## src/rtl/draw_controller.sv

```systemverilog
// Rectangle-fill / screen-clear pixel sequencer: emits one framebuffer write per cycle
// in raster order, with a pending-draw slot so a draw requested during a clear follows it.
module draw_controller #(
  parameter int XMAX = 159,
  parameter int YMAX = 119
) (
  input  logic       clk,
  input  logic       reset,
  input  logic       start,
  input  logic       clear_req,
  input  logic [7:0] x0,
  input  logic [6:0] y0,
  input  logic [7:0] w,
  input  logic [6:0] h,
  input  logic [2:0] color_in,
  output logic [7:0] x,
  output logic [6:0] y,
  output logic [2:0] color,
  output logic       plot,
  output logic       busy,
  output logic       done
);

  localparam logic [7:0] XM = 8'(XMAX);
  localparam logic [6:0] YM = 7'(YMAX);

  typedef enum logic [2:0] {
    S_IDLE,
    S_CLEAR,
    S_LOAD,
    S_DRAW,
    S_DONE
  } state_t;

  state_t     r_state, w_next;
  logic [7:0] r_x, w_x;
  logic [6:0] r_y, w_y;
  logic [2:0] r_color, w_color;
  logic       r_plot, r_done, r_pend, w_pend, w_cap;
  logic [7:0] r_x0, r_w, r_ex, w_ex;
  logic [6:0] r_y0, r_h, r_ey, w_ey;
  logic [2:0] r_col;
  logic [8:0] w_sum_x;
  logic [7:0] w_sum_y;
  logic       w_degen;

  // End coordinates are computed one bit wider than the screen so x0+w-1 cannot wrap
  always_comb begin
    w_sum_x = {1'b0, r_x0} + {1'b0, r_w} - 9'd1;
    w_sum_y = {1'b0, r_y0} + {1'b0, r_h} - 8'd1;
    w_ex    = (w_sum_x > {1'b0, XM}) ? XM : w_sum_x[7:0];
    w_ey    = (w_sum_y > {1'b0, YM}) ? YM : w_sum_y[6:0];
    w_degen = (r_w == 8'd0) || (r_h == 7'd0) || (r_x0 > XM) || (r_y0 > YM);
  end

  always_comb begin
    w_next  = r_state;
    w_x     = r_x;
    w_y     = r_y;
    w_color = r_color;
    w_pend  = r_pend;
    w_cap   = 1'b0;
    case (r_state)
      S_IDLE: begin
        if (clear_req) begin
          w_next  = S_CLEAR;
          w_x     = 8'd0;
          w_y     = 7'd0;
          w_color = 3'd0;
          if (start) begin
            w_cap  = 1'b1;
            w_pend = 1'b1;
          end
        end else if (start) begin
          w_cap  = 1'b1;
          w_next = S_LOAD;
        end
      end
      S_CLEAR: begin
        if (start) begin
          w_cap  = 1'b1;
          w_pend = 1'b1;
        end
        if (r_x == XM && r_y == YM) begin
          w_next = (r_pend || start) ? S_LOAD : S_DONE;
          w_pend = 1'b0;
        end else if (r_x == XM) begin
          w_x = 8'd0;
          w_y = r_y + 7'd1;
        end else begin
          w_x = r_x + 8'd1;
        end
      end
      S_LOAD: begin
        if (w_degen) begin
          w_next = S_DONE;
        end else begin
          w_next  = S_DRAW;
          w_x     = r_x0;
          w_y     = r_y0;
          w_color = r_col;
        end
      end
      S_DRAW: begin
        if (r_x == r_ex && r_y == r_ey) begin
          w_next = S_DONE;
        end else if (r_x == r_ex) begin
          w_x = r_x0;
          w_y = r_y + 7'd1;
        end else begin
          w_x = r_x + 8'd1;
        end
      end
      S_DONE:  w_next = S_IDLE;
      default: w_next = S_IDLE;
    endcase
  end

  always_ff @(posedge clk or posedge reset) begin
    if (reset) begin
      r_state <= S_IDLE;
      r_x     <= 8'd0;
      r_y     <= 7'd0;
      r_color <= 3'd0;
      r_plot  <= 1'b0;
      r_done  <= 1'b0;
      r_pend  <= 1'b0;
    end else begin
      r_state <= w_next;
      r_x     <= w_x;
      r_y     <= w_y;
      r_color <= w_color;
      r_plot  <= (w_next == S_CLEAR) || (w_next == S_DRAW);
      r_done  <= (w_next == S_DONE);
      r_pend  <= w_pend;
    end
  end

  // Captured operation parameters and the clipped end point
  always_ff @(posedge clk or posedge reset) begin
    if (reset) begin
      r_x0  <= 8'd0;
      r_y0  <= 7'd0;
      r_w   <= 8'd0;
      r_h   <= 7'd0;
      r_col <= 3'd0;
      r_ex  <= 8'd0;
      r_ey  <= 7'd0;
    end else begin
      if (w_cap) begin
        r_x0  <= x0;
        r_y0  <= y0;
        r_w   <= w;
        r_h   <= h;
        r_col <= color_in;
      end
      if (r_state == S_LOAD) begin
        r_ex <= w_ex;
        r_ey <= w_ey;
      end
    end
  end

  assign x     = r_x;
  assign y     = r_y;
  assign color = r_color;
  assign plot  = r_plot;
  assign done  = r_done;
  assign busy  = (r_state != S_IDLE);

endmodule

```

## config.mk

```make
export PLATFORM = sky130hd
export DESIGN_NAME = draw_controller
export DESIGN_NICKNAME = d
export VERILOG_FILES = /design/src/rtl/draw_controller.sv
export SDC_FILE = /design/constraint.sdc
export NUM_CORES = 1
export LEC_CHECK = 0
export ABC_AREA = 1
export CAP_MARGIN = 20
export CORE_MARGIN = 2
export CORE_UTILIZATION = 41
export DETAILED_ROUTE_END_ITERATION = 10
export PLACE_DENSITY_LB_ADDON = 0.2
export SLEW_MARGIN = 0
export SYNTH_ARGS = -nofsm -noshare
export SYNTH_HDL_FRONTEND = slang
export SYNTH_SLANG_ARGS = --single-unit
```

## constraint.sdc

```tcl
create_clock -name clk -period 2.1 [get_ports clk]
set_input_delay 0.42 -clock clk [delete_from_list [all_inputs] [get_ports clk]]
set_output_delay 0.42 -clock clk [all_outputs]
set_load 0.005 [all_outputs]
```

==> results.cfg <==
[status]
outcome = complete, but fails checks
violations = setup timing

[worst_setup_path]
worstPathArrival_ns = 2.36
critical_path.top_delay_family = adder cells
endpoint_kind = flip-flop
cp_slowest_cell = dfrtp_1
r2r_cells = 16
r2r-end = r_ex[0]
cp_common_cell = inv_2
path_class = reg -> reg
start_kind = flip-flop
max_stage_delay_ns = 0.39
path_buf_inv = 6
rrSetupSlack_ns = -0.04
cp_max_fo = 7
crit_chain = inv_2, ha_4, inv_4, ha_4, inv_2, fa_2, inv_2, nand4_1, nand3_1, nand2_1, nand2_1, inv_2, nand2_4, nand3b_1, nand2_1, inv_1
timing.rr.start = r_x0[1]
cp.required_ns = 2.32

[global_route]
grt_pass1_wl_mm = 20.05
antenna_found_initial = 0
grt_util_all_layers = 0.1972
grt_max_degree = 73
grt-ovfl-total = 0
grt_pass1_vias = 4280

[clocking]
cts.sinks = 72
cts_tree = done
clk_latency_ns = 0.34
clk_path_buf_depth = 2
clock-root-buffer = clkbuf_16
hold_buffers = 0
clk_pin_slew_ns = 0.06
htree_levels = 3
cts_made_buffers = 9

[pwr]
p_sw_mw = 4.559
power_density_nw_per_um2 = 1643
comb_power_share = 0.621
p_clk_frac = 0.157
pwr-share-seq = 0.222
ir_drop_v = 0.0007059
p_int_mw = 5.906
leakage_nw = 3.292
switching_share = 0.4356

[worst_hold_path]
hp-start = r_col[0]
holdPathEnd = color[0]
hold_depth = 2
hp-class = reg -> reg

[final_layout]
antenna_cells = 0
fin_area_um2 = 6369
nFillCells = 1120
drive_above_1_share = 0.1775
utilization = 0.5577
instances_no_fill = 915
syn2layout_area_growth_pct = 33.00
nets = 836

[die]
core_um2 = 11420
initial_utilization = 0.4194
rows = 39
ios = 58
fp.dieH_um = 112.1
die-area_um2 = 12560
die_x_um = 112.1

[logic_synthesis]
synth_common_cells = nand2_1 (191), inv_1 (117), dfrtp_1 (72)
yosys.area.top_type = dfrtp_1
ys_seq_area_frac = 0.3763
yosysWarnings = 0
synth_edf_count = 0
synthFlopType = dfrtp_1
async_reset_ff_frac = 1.000
synth_seq_cells = 72
yosysMostFrequentCell = nand2_1
synth_cells = 670
netlist-cell-type-count = 34
syn_nets = 739
syn_avg_cell_area_um2 = 7.147
yosysTopAreaCellShare = 0.3763
synth.area.top_cells = dfrtp_1 (38%), nand2_1 (15%), inv_1 (9.2%)
syn_area_um2 = 4788

[placement]
preCtsSetupSlack_ns = -0.1067
port_buffers = 57
placed_cells = 887
place_congestion = 0.8766
placed_area_um2 = 5738
dp_hpwl_mm = 8.782

[timing]
period_needed_ns = 2.139
period_share = 1.019
rsz0062_at_grt = true
max_freq_ghz = 0.4675
slew_violations = 0
setup_violations = 3
skew_ns = 0.01272
worstMarginPinSlew_ns = 0.4701
fin_ws_ns = -0.03912
relSlewSlack = 0.6861
hold_viol_final = 0

[route]
drtIter0Drc = 204
totalWireLength_mm = 12.16
drcViolationCount = 0
viasPerCell = 4.903
antenna_left = 0
routedWlPerCell_um = 13.28
vias = 4486
dr.pass1.iters = 4

[run]
max_cap_viol_count = 0
[tightest hold or removal path: stages (launching register included)]
cell and delay (ns):
dfrtp_1 0.35, nand3_1 0.08, nand2_1 0.05
[timing repair]
action | 4_1_cts | 5_1_grt
pin swaps | 10 | 22
setup endpoints to repair | 12 | 16
buffers inserted | 4 | 8
gates cloned | 0 | 0
gates resized for setup | 23 | 32
[registers in the layout, summed over array words and instances, names as in the netlist]
signal,count
r_col,3
r_state,3
r_w,8
y,7
r_pend,1
r_x0,8
plot,1
r_h,7
done,1
color,3
x,8
r_y0,7
r_ey,7
r_ex,8
[through the flow]
stage	hold WS [ns]	setup TNS, ns	power (mW)
2_1_floorplan	0.4632	0	5.859
5_1_grt	0.5282	-1.154	11.47
3_3_place_gp	0.4860	-0.1193	7.454
4_1_cts	0.5111	0	9.744
3_5_place_dp	0.4965	-0.8332	7.598
6_report	0.5122	-0.07289	10.47
[final cells by class]
type	instances	area, um^2	area share
repair buffers	99	923.4	0.1450
clock inverters	3	65.06	0.01022
flip-flops and latches	72	1803	0.2831
well taps	143	178.9	0.02809
inverters	127	483.0	0.07583
multi-input cells	458	2665	0.4185
clock buffers	13	250.2	0.03929
[power by group through the flow]
stage / clock (mW) / combinational (mW) / sequential, mW
CTS: 1.68 / 5.75 / 2.31
detailed placement: 0 / 5.26 / 2.34
finish: 1.65 / 6.50 / 2.32
global placement: 0 / 5.14 / 2.31
global route: 1.74 / 7.34 / 2.39
floorplan: 0 / 3.64 / 2.22
[how the worst max path moves through the flow]
stage	start	end	slack [ns]	depth (start not counted)
final	r_x0[1]	r_ex[0]	-0.04	16
after CTS	r_w[1]	r_ex[0]	0.002	16
after floorplan	r_x0[1]	r_ex[0]	0.01	16
after detailed placement	r_x0[1]	r_ex[1]	-0.11	16
after global placement	r_x0[1]	r_ex[2]	-0.03	16
after global routing	r_x0[1]	r_ex[0]	-0.15	16
[cells by family after synthesis]
logic type,synth area share
multiplexers,0.004703
adder cells (fa/ha/maj),0.08675
buffers and inverters,0.1150
XOR/XNOR,0.01829
flip-flops,0.3763
AND/OR/NAND/NOR,0.3128
AO/OA/AOI/OAI,0.08623
[routing by layer]
metal / share of wire / vias up / track usage / wire length (um)
met5: 0 / - / 0 / 0
met4: 0.015 / 0 / 0.06016 / 188
met3: 0.049 / 15 / 0.03024 / 590
met2: 0.47 / 106 / 0.3220 / 5729
met1: 0.46 / 2074 / 0.2732 / 5646
li1: - / 2291 / - / -
[cell usage in the layout (no fill, tap or decap), drive strengths merged, types with 4 or more instances in the layout]
| master | instances |
|---|---|
| nand2 | 194 |
| inv | 126 |
| nor2 | 74 |
| dfrtp | 72 |
| clkdlybuf4s50 | 57 |
| nand3 | 49 |
| buf | 42 |
| a21oi | 42 |
| ha | 30 |
| o21ai | 20 |
| clkbuf | 13 |
| nand4 | 9 |
| nand3b | 9 |
| xor2 | 6 |
| nor3 | 4 |
| o22ai | 4 |
| xnor2 | 4 |
(Power assumes the default switching activity.)
